--- src/rtl/i2s_rcv_24b2.sv ---
// i2s_rcv_24b2: two-channel 24-bit I2S receiver producing {left, right} per lrclk frame
module i2s_rcv_24b2 #(
  parameter int DATA_BITS = 24
) (
  input  logic                   clk,
  input  logic                   rst,
  input  logic                   lrclk,
  input  logic                   CBrise,
  input  logic                   CBfall,
  input  logic                   inbit,
  output logic [2*DATA_BITS-1:0] sample,
  output logic                   sample_valid,
  output logic                   frame_err
);
  typedef enum logic [2:0] {IDLE, WAIT_L, SKIP_L, CAP_L, WAIT_R, SKIP_R, CAP_R} state_t;
  localparam logic [4:0] LAST = 5'(DATA_BITS - 1);
  state_t                 state_q, state_d;
  logic [4:0]             bit_count_q, bit_count_d;
  logic [DATA_BITS-1:0]   left_q, left_d, right_q, right_d;
  logic [2*DATA_BITS-1:0] sample_q, sample_d;
  logic                   lrclk_q, publish_q, publish_d, frame_err_q, frame_err_d;
  logic                   sample_valid_q, sample_valid_d;
  logic                   fall, rise, cb_rise;
  assign fall = lrclk_q & ~lrclk;
  assign rise = ~lrclk_q & lrclk;
  // a CBrise coincident with CBfall still acts as a rise
  assign cb_rise = CBrise | (CBrise & CBfall);
  always_comb begin
    state_d        = state_q;
    bit_count_d    = bit_count_q;
    left_d         = left_q;
    right_d        = right_q;
    publish_d      = 1'b0;
    frame_err_d    = 1'b0;
    sample_valid_d = publish_q;
    sample_d       = publish_q ? {left_q, right_q} : sample_q;
    case (state_q)
      IDLE:   state_d = lrclk ? WAIT_L : IDLE;
      WAIT_L: state_d = fall ? SKIP_L : WAIT_L;
      WAIT_R: state_d = rise ? SKIP_R : WAIT_R;
      default: begin
        // an lrclk edge inside a word means the slot was short; the edge wins over CBrise
        if (fall | rise) begin
          frame_err_d = 1'b1;
          state_d     = fall ? SKIP_L : WAIT_L;
        end else if (cb_rise) begin
          if (state_q == SKIP_L || state_q == SKIP_R) begin
            state_d     = (state_q == SKIP_L) ? CAP_L : CAP_R;
            bit_count_d = LAST;
          end else begin
            left_d      = (state_q == CAP_L) ? {left_q[DATA_BITS-2:0], inbit} : left_q;
            right_d     = (state_q == CAP_R) ? {right_q[DATA_BITS-2:0], inbit} : right_q;
            bit_count_d = bit_count_q - 5'(bit_count_q != '0);
            if (bit_count_q == '0) begin
              state_d   = (state_q == CAP_L) ? WAIT_R : WAIT_L;
              publish_d = (state_q == CAP_R);
            end
          end
        end
      end
    endcase
  end
  always_ff @(posedge clk) begin
    if (!rst) begin
      state_q        <= IDLE;
      bit_count_q    <= '0;
      left_q         <= '0;
      right_q        <= '0;
      sample_q       <= '0;
      lrclk_q        <= 1'b0;
      publish_q      <= 1'b0;
      frame_err_q    <= 1'b0;
      sample_valid_q <= 1'b0;
    end else begin
      state_q        <= state_d;
      bit_count_q    <= bit_count_d;
      left_q         <= left_d;
      right_q        <= right_d;
      sample_q       <= sample_d;
      lrclk_q        <= lrclk;
      publish_q      <= publish_d;
      frame_err_q    <= frame_err_d;
      sample_valid_q <= sample_valid_d;
    end
  end
  assign sample       = sample_q;
  assign sample_valid = sample_valid_q;
  assign frame_err    = frame_err_q;
endmodule

--- config.mk ---
export PLATFORM = sky130hd
export DESIGN_NAME = i2s_rcv_24b2
export DESIGN_NICKNAME = d
export VERILOG_FILES = /design/src/rtl/i2s_rcv_24b2.sv
export SDC_FILE = /design/constraint.sdc
export NUM_CORES = 1
export LEC_CHECK = 0
export ABC_CLOCK_PERIOD_IN_PS = 6300
export BUFFER_PORTS_ARGS = -buffer_cell sky130_fd_sc_hd__buf_2
export CORE_MARGIN = 4
export CORE_UTILIZATION = 55
export DETAILED_ROUTE_END_ITERATION = 8
export HOLD_SLACK_MARGIN = 0.02
export PLACE_DENSITY = 0.81
export SETUP_SLACK_MARGIN = 0.1
export SLEW_MARGIN = 0
export SYNTH_ARGS = -nofsm -noshare
export SYNTH_HDL_FRONTEND = slang
export SYNTH_SLANG_ARGS = --single-unit
--- constraint.sdc ---
create_clock -name clk -period 6.3 [get_ports clk]
set_clock_uncertainty 0.2 [all_clocks]
set_input_delay 0.945 -clock clk [delete_from_list [all_inputs] [get_ports clk]]
set_output_delay 0.945 -clock clk [all_outputs]
set_load 0.005 [all_outputs]
==> flow_metrics.tcl, run 1 <==
set metrics [dict create \
    die_w_um 93.91 \
    cts_tree "yes" \
    synth_area_leader_cell "dfxtp_1" \
    hold_viol 0 \
    reg2reg_depth 5 \
    required_ps 6320 \
    max_freq_ghz 0.3584 \
    cts_resized 0 \
    rsz0062_at_grt "false" \
    p_comb_frac 0.024 \
    grt_start_max_net_pins 69 \
    met1_length_um 3451 \
    final_cell_area_um2 4501 \
    crit_type "primary input to register" \
    grt_antenna_before_repair 0 \
    swShare 0.2224 \
    htreeDepth 3 \
    firstDrtPassIters 4 \
    r2r-end "right_q[10]" \
    r2r_slack_ps 3920 \
    total_power_w 0.001086 \
    routed_wl_um 7376 \
    coreArea_um2 7214 \
    synth_top_area_frac 0.5327 \
    p_int_w 0.0008445 \
    routed-wl-met2_um 3526 \
    gp_congestion 0.7819 \
    run_status "finished, final reports clean" \
    leakage_nw 1.636 \
    clock_power_share 0.345 \
    finalSetupTns_ps 0 \
    clock_sinks 108 \
    die_area_um2 8818 \
    grt.total_usage 0.1758 \
    p_switching_w 0.0002415 \
    top_layer_used "met4" \
    routed-wl-met3_um 356 \
    relSlewSlack 0.3856 \
    r2r_start "lrclk_q" \
    routedWlPerCell_um 12.42 \
    worstPathMaxFanout 25 \
    vias 3089 \
    grt_overflow 0 \
    synthTopCellsByArea "dfxtp_1, mux2i_1, nand2_1" \
    fp-row-count 31 \
    grt_pass1_vias 2886 \
    clock_path_buffers 2 \
    clock_latency_ps 360 \
    initial_utilization 0.5626 \
    multiInputGateArea_um2 1715 \
    first_iter_violations 181 \
    io_pins 56 \
    vias_per_cell 5.200 \
    critPathLaunchType "primary input" \
    synthDistinctLibCells 36 \
    crit_start "lrclk" \
    placed_area_um2 4325 \
    synth_warnings 0 \
    seq_power_share 0.631 \
    drc_errors 0 \
    dpl.hpwl_um 4803 \
    avgSynthCellArea_um2 8.940 \
    cp-endpoint "right_q[10]" \
    post-cts-setup-buffer-count 0 \
    synth_fp_nets 464 \
    postRouteAntennaNets 0 \
    maxCapViolCount 0 \
    fin_crit_sh 0.4429 \
    cts-root-buf "clkbuf_8" \
    slew_violations 0 \
    num_antenna_cells 0 \
    port_buffers 54 \
    endpoint_kind "register" \
    cts_buffers 9 \
    layout-drive-gt1-share 0.1657 \
    powerDensity_nw_per_um2 241.3 \
    regArea_um2 2163 \
    area_growth_pct 10.88 \
    fillers 631 \
    fin_crit_ps 2790 \
    final_common_cell "dfxtp_1" \
    arrival_ps 2810 \
    max-vdd-ir-drop_v 0.0001397 \
    synthCells 454 \
    synth_area_um2 4059 \
    fin_ws_ps 3510 \
    place_ws_ps 3124 \
    setup_viol 0 \
    hold_class "register to register" \
    path_clk_slew_ps 90 \
    final_cell_mix "dfxtp_1, nand2_1, a21oi_1" \
    nets 501 \
    die_h_um 93.91 \
    tightest_slew_ps 921.5 \
    grt_pass1_wl_um 12610 \
    ys_seq_area_frac 0.5327 \
    postCtsHoldBufs 0 \
    ys_ff_latch 108 \
]
==> area by class of cell <==
class | count | share of cell area
clock buffer | 10 | 0.03058
clock inverter | 5 | 0.008340
inverter | 6 | 0.005004
multi-input combinational | 308 | 0.3812
sequential | 108 | 0.4807
tap | 99 | 0.02752
timing repair buffer | 58 | 0.06672
==> cells by family after synthesis <==
logic type / Yosys count / synth area share
AOI/OAI and AO/OA: 77 / 0.1070
adders and majority gates: 4 / 0.01233
buffers and inverters: 38 / 0.04470
DFF: 108 / 0.5327
muxes: 49 / 0.1208
and+or+nand+nor: 178 / 0.1825
==> sequential cells by signal, summed over array words and instances, names as in the netlist <==
signal / flops
sample: 48
left_q: 24
right_q: 24
bit_count_q: 5
state_q: 3
frame_err: 1
lrclk_q: 1
publish_q: 1
sample_valid: 1
==> power by group through the flow <==
stage          combinational (W)  clock [W]  sequential [W]
2_1_floorplan          0.0000227          0        0.000700
3_3_place_gp           0.0000254          0        0.000702
3_5_place_dp           0.0000259          0        0.000702
4_1_cts                0.0000261   0.000386        0.000686
5_1_grt                0.0000292   0.000409        0.000687
6_report               0.0000260   0.000374        0.000686
==> worst min path at each step <==
| stage | end | cells after the start | from |
|---|---|---|---|
| floorplan | left_q[23] | 2 | left_q[23] |
| global placement | left_q[23] | 2 | left_q[23] |
| detailed placement | right_q[23] | 2 | right_q[23] |
| CTS | right_q[23] | 2 | right_q[23] |
| global route | left_q[23] | 2 | left_q[23] |
| finish | left_q[23] | 2 | left_q[23] |
==> layer usage <==
metal,global-route usage,up-vias
li1,-,1579
met1,0.2190,1438
met2,0.2939,68
met3,0.04006,4
met4,0.06980,0
met5,0,-
==> synthesized netlist by cell type <==
library cell / count
nand3_2: 1
or3b_1: 1
o21ai_0: 5
clkbuf_1: 12
ha_1: 4
a21boi_0: 2
o221ai_1: 2
o221a_2: 1
nor3_2: 1
inv_1: 6
buf_4: 1
dfxtp_1: 108
o32ai_1: 1
buf_1: 1
nand4_1: 1
a21oi_1: 58
nor3_1: 3
nand2_1: 102
a31oi_1: 2
a311oi_1: 2
nand3b_1: 1
nor3b_1: 1
a21o_1: 1
and2_1: 1
buf_2: 16
and4_1: 1
mux2i_1: 49
a41oi_1: 1
o2111ai_1: 1
nor2_1: 54
nand2b_1: 3
o221a_1: 1
nor2b_1: 4
buf_6: 2
or2_2: 3
nor3b_2: 1
==> stage by stage <==
step	hold slack [ps]	util	std cells
global route	294.7	0.6238	594
detailed placement	247.2	0.5995	579
finish	256.6	0.6238	594
floorplan	236.0	-	454
global placement	241.5	0.5995	579
CTS	260.5	0.6238	594
==> worst max-delay path, cell delays in order <==
cell	delay, ps
buf_2	100
inv_1	50
ha_1	480
nand3_2	180
or3b_1	780
nand2_1	190
a21oi_1	90
Note: power is estimated with default switching activity, not from simulation.
==> inputs of run 2 (changes only) <==
- ABC_CLOCK_PERIOD_IN_PS: 6300 -> 2550
- CORE_UTILIZATION: 55 -> 51
- PLACE_DENSITY: 0.81 -> 0.79
- clock period: 6.3 -> 2.55 ns (I/O delays scaled with it)
==> run 2 against run 1 <==
  * Non-clock buffer count is 8 higher
  * Combinational power grew to 2.7 times the previous value
  * Via count grew 1.5%
  * Sequential power grew 150%
  * Clock-buffer cell count rose by 2
  * Worst setup slack lost 3000 ps
  * Final cell count is 2.0% higher
  * Critical path depth did not move
  * Sequential share of layout area decreased by 1.3 points
  * Global-route usage fell by 1.0 points
  * Largest power group unchanged
==> flow_metrics.tcl, run 2 (synthesis gave the netlist of run 1 again) <==
set metrics [dict create \
    run_status "finished, final reports clean" \
    crit_type "register to register" \
    required_ps 2580 \
    multiInputGateArea_um2 1715 \
    hold_viol 0 \
    regArea_um2 2163 \
    die_w_um 97.21 \
    placed_area_um2 4427 \
    die_h_um 97.21 \
    grt.total_usage 0.1654 \
    fp-row-count 32 \
    powerDensity_nw_per_um2 610.0 \
    max-vdd-ir-drop_v 0.0003628 \
    cp_num_buf_inv 0 \
    setup_viol 0 \
    arrival_ps 2120 \
    grt_pass1_vias 2947 \
    r2r_slack_ps 460 \
    cts_buffers 9 \
    vias_per_cell 5.173 \
    clock_sinks 108 \
    cp_slowest_stage_delay_ps 350 \
    final_cell_mix "dfxtp_1, nand2_1, a21oi_1" \
    vias 3135 \
    clock_path_buffers 2 \
    grt_pass1_wl_um 13160 \
    total_power_w 0.002822 \
    finalSetupTns_ps 0 \
    clock_power_share 0.374 \
    routed_wl_um 7558 \
    critPathLaunchType "register" \
    cts-root-buf "clkbuf_8" \
    firstDrtPassIters 4 \
    area_growth_pct 14.00 \
    reg2reg_depth 7 \
    dpl.hpwl_um 5010 \
    nets 509 \
    grt_antenna_before_repair 0 \
    hold_depth 3 \
    seq_power_share 0.600 \
    initial_utilization 0.5253 \
    io_pins 56 \
    grt_overflow 0 \
    place_ws_ps 427.5 \
    swShare 0.2198 \
    drc_errors 0 \
    layout-drive-gt1-share 0.1766 \
    routedWlPerCell_um 12.47 \
    endpoint_kind "register" \
    p_int_w 0.002202 \
    gp_congestion 0.8146 \
    path_clk_slew_ps 90 \
    largest_reg_flops 48 \
    die_area_um2 9450 \
    maxCapViolCount 0 \
    leakage_nw 1.696 \
    p_switching_w 0.0006204 \
    fin_crit_sh 0.8183 \
    port_buffers 54 \
    final_common_cell "dfxtp_1" \
    relSlewSlack 0.5314 \
    final_cell_area_um2 4627 \
    tightest_slew_ps 702.9 \
    final_core_util 0.5988 \
    coreArea_um2 7727 \
    max_freq_ghz 0.4792 \
    clock_latency_ps 360 \
    cp_slowest_cell "dfxtp_1" \
    hold_class "primary input to register" \
    rsz0062_at_grt "false" \
    fin_crit_ps 2087 \
    slew_violations 0 \
    cts_resized 0 \
    path_delay_family "simple AND/OR/NAND/NOR gates" \
    worstPathMaxFanout 4 \
    htreeDepth 3 \
    fin_ws_ps 463.3 \
    cts_tree "yes" \
    grt_start_max_net_pins 68 \
    post-cts-setup-buffer-count 0 \
    first_iter_violations 133 \
    postRouteAntennaNets 0 \
    crit_top_cell "ha_1" \
    fillers 656 \
    postCtsHoldBufs 0 \
    num_antenna_cells 0 \
    crit_cells 7 \
    p_comb_frac 0.025 \
    worstPathCellList "nor3_1, nand2_1, ha_1, ha_1, or2_2, a21oi_1, a311oi_1" \
]
[run 2: worst paths after layout]
| check | start | to |
|---|---|---|
| worst max-delay path | bit_count_q[1] | bit_count_q[2] |
| worst min-delay path | inbit | left_q[0] |
| worst max register to register | bit_count_q[1] | bit_count_q[2] |
| worst min register to register | left_q[23] | left_q[23] |
[run 2: final cells by class]
class | instances | share of cell area
flip-flops and latches | 108 | 0.4675
multi-input cells | 308 | 0.3707
repair buffers | 66 | 0.08599
clock buffers | 12 | 0.03137
well taps | 102 | 0.02758
clock inverters | 4 | 0.01190
inverters | 6 | 0.004867
[run 2: stage by stage]
stage | std cells | hold WS [ps]
detailed placement | 590 | 248.9
finish | 606 | 93.97
global placement | 590 | 245.1
global route | 606 | 94.03
CTS | 606 | 82.60
floorplan | 454 | 236.0
[run 2: power by group through the flow]
| stage | Clock [W] | Sequential (W) | Combinational (W) |
|---|---|---|---|
| after global routing | 0.00114 | 0.00170 | 0.0000801 |
| after floorplan | 0 | 0.00173 | 0.0000562 |
| after detailed placement | 0 | 0.00173 | 0.0000714 |
| after global placement | 0 | 0.00173 | 0.0000696 |
| after CTS | 0.00108 | 0.00169 | 0.0000716 |
| final | 0.00106 | 0.00169 | 0.0000714 |
[run 2: worst register-to-register path: stages, from the launching register on]
cell	delay, ps
dfxtp_1	350
nor3_1	250
nand2_1	170
ha_1	250
ha_1	240
or2_2	310
a21oi_1	150
a311oi_1	60
[run 2: routing by layer]
metal | up-vias | wire length (um) | GRT usage
met4 | 0 | 120 | 0.06603
li1 | 1595 | - | -
met5 | - | 0 | 0
met1 | 1469 | 3486 | 0.1972
met3 | 11 | 309 | 0.03374
met2 | 60 | 3641 | 0.2909
==> inputs of run 3 (changes only) <==
- ABC_CLOCK_PERIOD_IN_PS: 2550 -> 2000
- CORE_UTILIZATION: 51 -> 55
- PLACE_DENSITY: 0.79 -> 0.81
- clock period: 2.55 -> 2 ns (I/O delays scaled with it)
==> run 3 against run 2 <==
  * Sequential power rose by 28%
  * Core utilization rose by 6.9 points
  * Cell area rose by 4.1%
  * Critical path depth rose by 1
  * First-iteration DRC count fell by 12%
  * Largest power group unchanged
  * Final cell count rose by 0.99%
  * Wire length rose by 4.3%
  * Clock power rose by 32%
  * Die area fell by 6.7%
  * Critical endpoint is now right_q[8]
  * Register-to-register slack got worse by 300 ps
==> flow_metrics.tcl, run 3 (synthesis gave the netlist of run 1 again) <==
set metrics [dict create \
    run_status "finished, final reports clean" \
    die_w_um 93.91 \
    fin_crit_ps 1834 \
    max_freq_ghz 0.5453 \
    cts_buffers 9 \
    clock_latency_ps 350 \
    endpoint_kind "register" \
    path_clk_slew_ps 100 \
    nets 520 \
    final_common_cell "dfxtp_1" \
    grt.total_usage 0.1810 \
    finalSetupTns_ps 0 \
    clock_sinks 108 \
    max-vdd-ir-drop_v 0.0004266 \
    setup_viol 0 \
    relSlewSlack 0.6865 \
    largest_reg_flops 48 \
    port_buffers 54 \
    initial_utilization 0.5626 \
    tightest_slew_ps 469.6 \
    leakage_nw 1.792 \
    arrival_ps 1920 \
    critPathLaunchType "register" \
    first_iter_violations 117 \
    coreArea_um2 7214 \
    clock_path_buffers 2 \
    crit_type "register to register" \
    postRouteAntennaNets 0 \
    hold_viol 0 \
    grt_start_max_net_pins 67 \
    gp_congestion 0.8581 \
    die_area_um2 8818 \
    final_core_util 0.6675 \
    vias 3163 \
    grt_pass1_wl_um 12970 \
    grt_overflow 0 \
    vias_per_cell 5.168 \
    die_h_um 93.91 \
    cts_tree "yes" \
    slew_violations 0 \
    fp-row-count 31 \
    powerDensity_nw_per_um2 760.3 \
    htreeDepth 3 \
    rsz0062_at_grt "true" \
    worstPathMaxFanout 12 \
    maxCapViolCount 0 \
    layout-drive-gt1-share 0.2008 \
    num_antenna_cells 0 \
    drc_errors 0 \
    grt_antenna_before_repair 0 \
    final_cell_area_um2 4816 \
    io_pins 56 \
    dpl.hpwl_um 5099 \
    fin_cells 612 \
    dpl.cell_count 592 \
    routed_wl_um 7881 \
    fin_crit_sh 0.9169 \
    area_growth_pct 18.65 \
    cts-root-buf "clkbuf_8" \
    firstDrtPassIters 4 \
    hold_class "primary input to register" \
    final_cell_mix "dfxtp_1, nand2_1, a21oi_1" \
    placed_area_um2 4498 \
    routedWlPerCell_um 12.88 \
    required_ps 2090 \
    grt_pass1_vias 2863 \
]
[run 3: cell types whose count changed in the layout (fill, tap and decap cells not counted), sizes merged]
cell / before / now
clkinv: 0 / 1
buf: 66 / 73
clkinvlp: 1 / 0
inv: 8 / 7
bufinv: 1 / 2
dlygate4sd3: 0 / 2
[run 3: power by group]
group          switching [W]  total [W]  internal [W]
clock               0.000675    0.00140      0.000729
sequential        0.00000884    0.00216       0.00215
combinational      0.0000621  0.0000967     0.0000346
[run 3: area by class of cell]
type | count | area, um^2
timing repair buffer | 77 | 553.0
sequential | 108 | 2165
fill | 577 | 2399
inverter | 6 | 22.52
multi-input combinational | 308 | 1740
tap | 99 | 123.9
clock buffer | 10 | 137.6
clock inverter | 4 | 73.82
[run 3: what timing repair did]
action / CTS / global route
endpoints found under the setup margin: 0 / 9
hold endpoints to repair: 3 / 0
hold buffers: 2 / 0
resized for setup: 0 / 5
setup buffers: 0 / 2
[run 3: worst max-delay path: stages, from the launching register on]
cell       delay [ps]
dfxtp_1           330
ha_1              300
nand3_2            90
buf_4             160
nor3b_4           170
buf_6             150
clkbuf_16         160
nand2_1            70
a21oi_1           140
[run 3: final timing paths]
check | startpoint | end | slack, ps | depth (start not counted)
setup reg to reg | lrclk_q | right_q[8] | 170 | 8
hold / removal | rst | bit_count_q[1] | 70 | 3
setup / recovery | lrclk_q | right_q[8] | 170 | 8
hold reg to reg | right_q[23] | right_q[23] | 270 | 2
[run 3: layer usage]
layer | track usage | vias up | wire length [um]
li1 | - | 1623 | -
met1 | 0.2249 | 1488 | 3588
met2 | 0.3057 | 44 | 3928
met3 | 0.04647 | 8 | 270
met4 | 0.05897 | 0 | 94
met5 | 0 | - | 0
[run 3: through the flow]
| step | hold WS [ps] | setup slack [ps] | total power [W] |
|---|---|---|---|
| after CTS | 52.48 | 144.1 | 0.003689 |
| after global routing | 63.56 | 49.63 | 0.003790 |
| final | 66.94 | 166.2 | 0.003662 |
| after detailed placement | 259.5 | 53.94 | 0.002302 |
| after floorplan | 227.3 | 110.9 | 0.002277 |
| after global placement | 246.9 | 87.94 | 0.002299 |
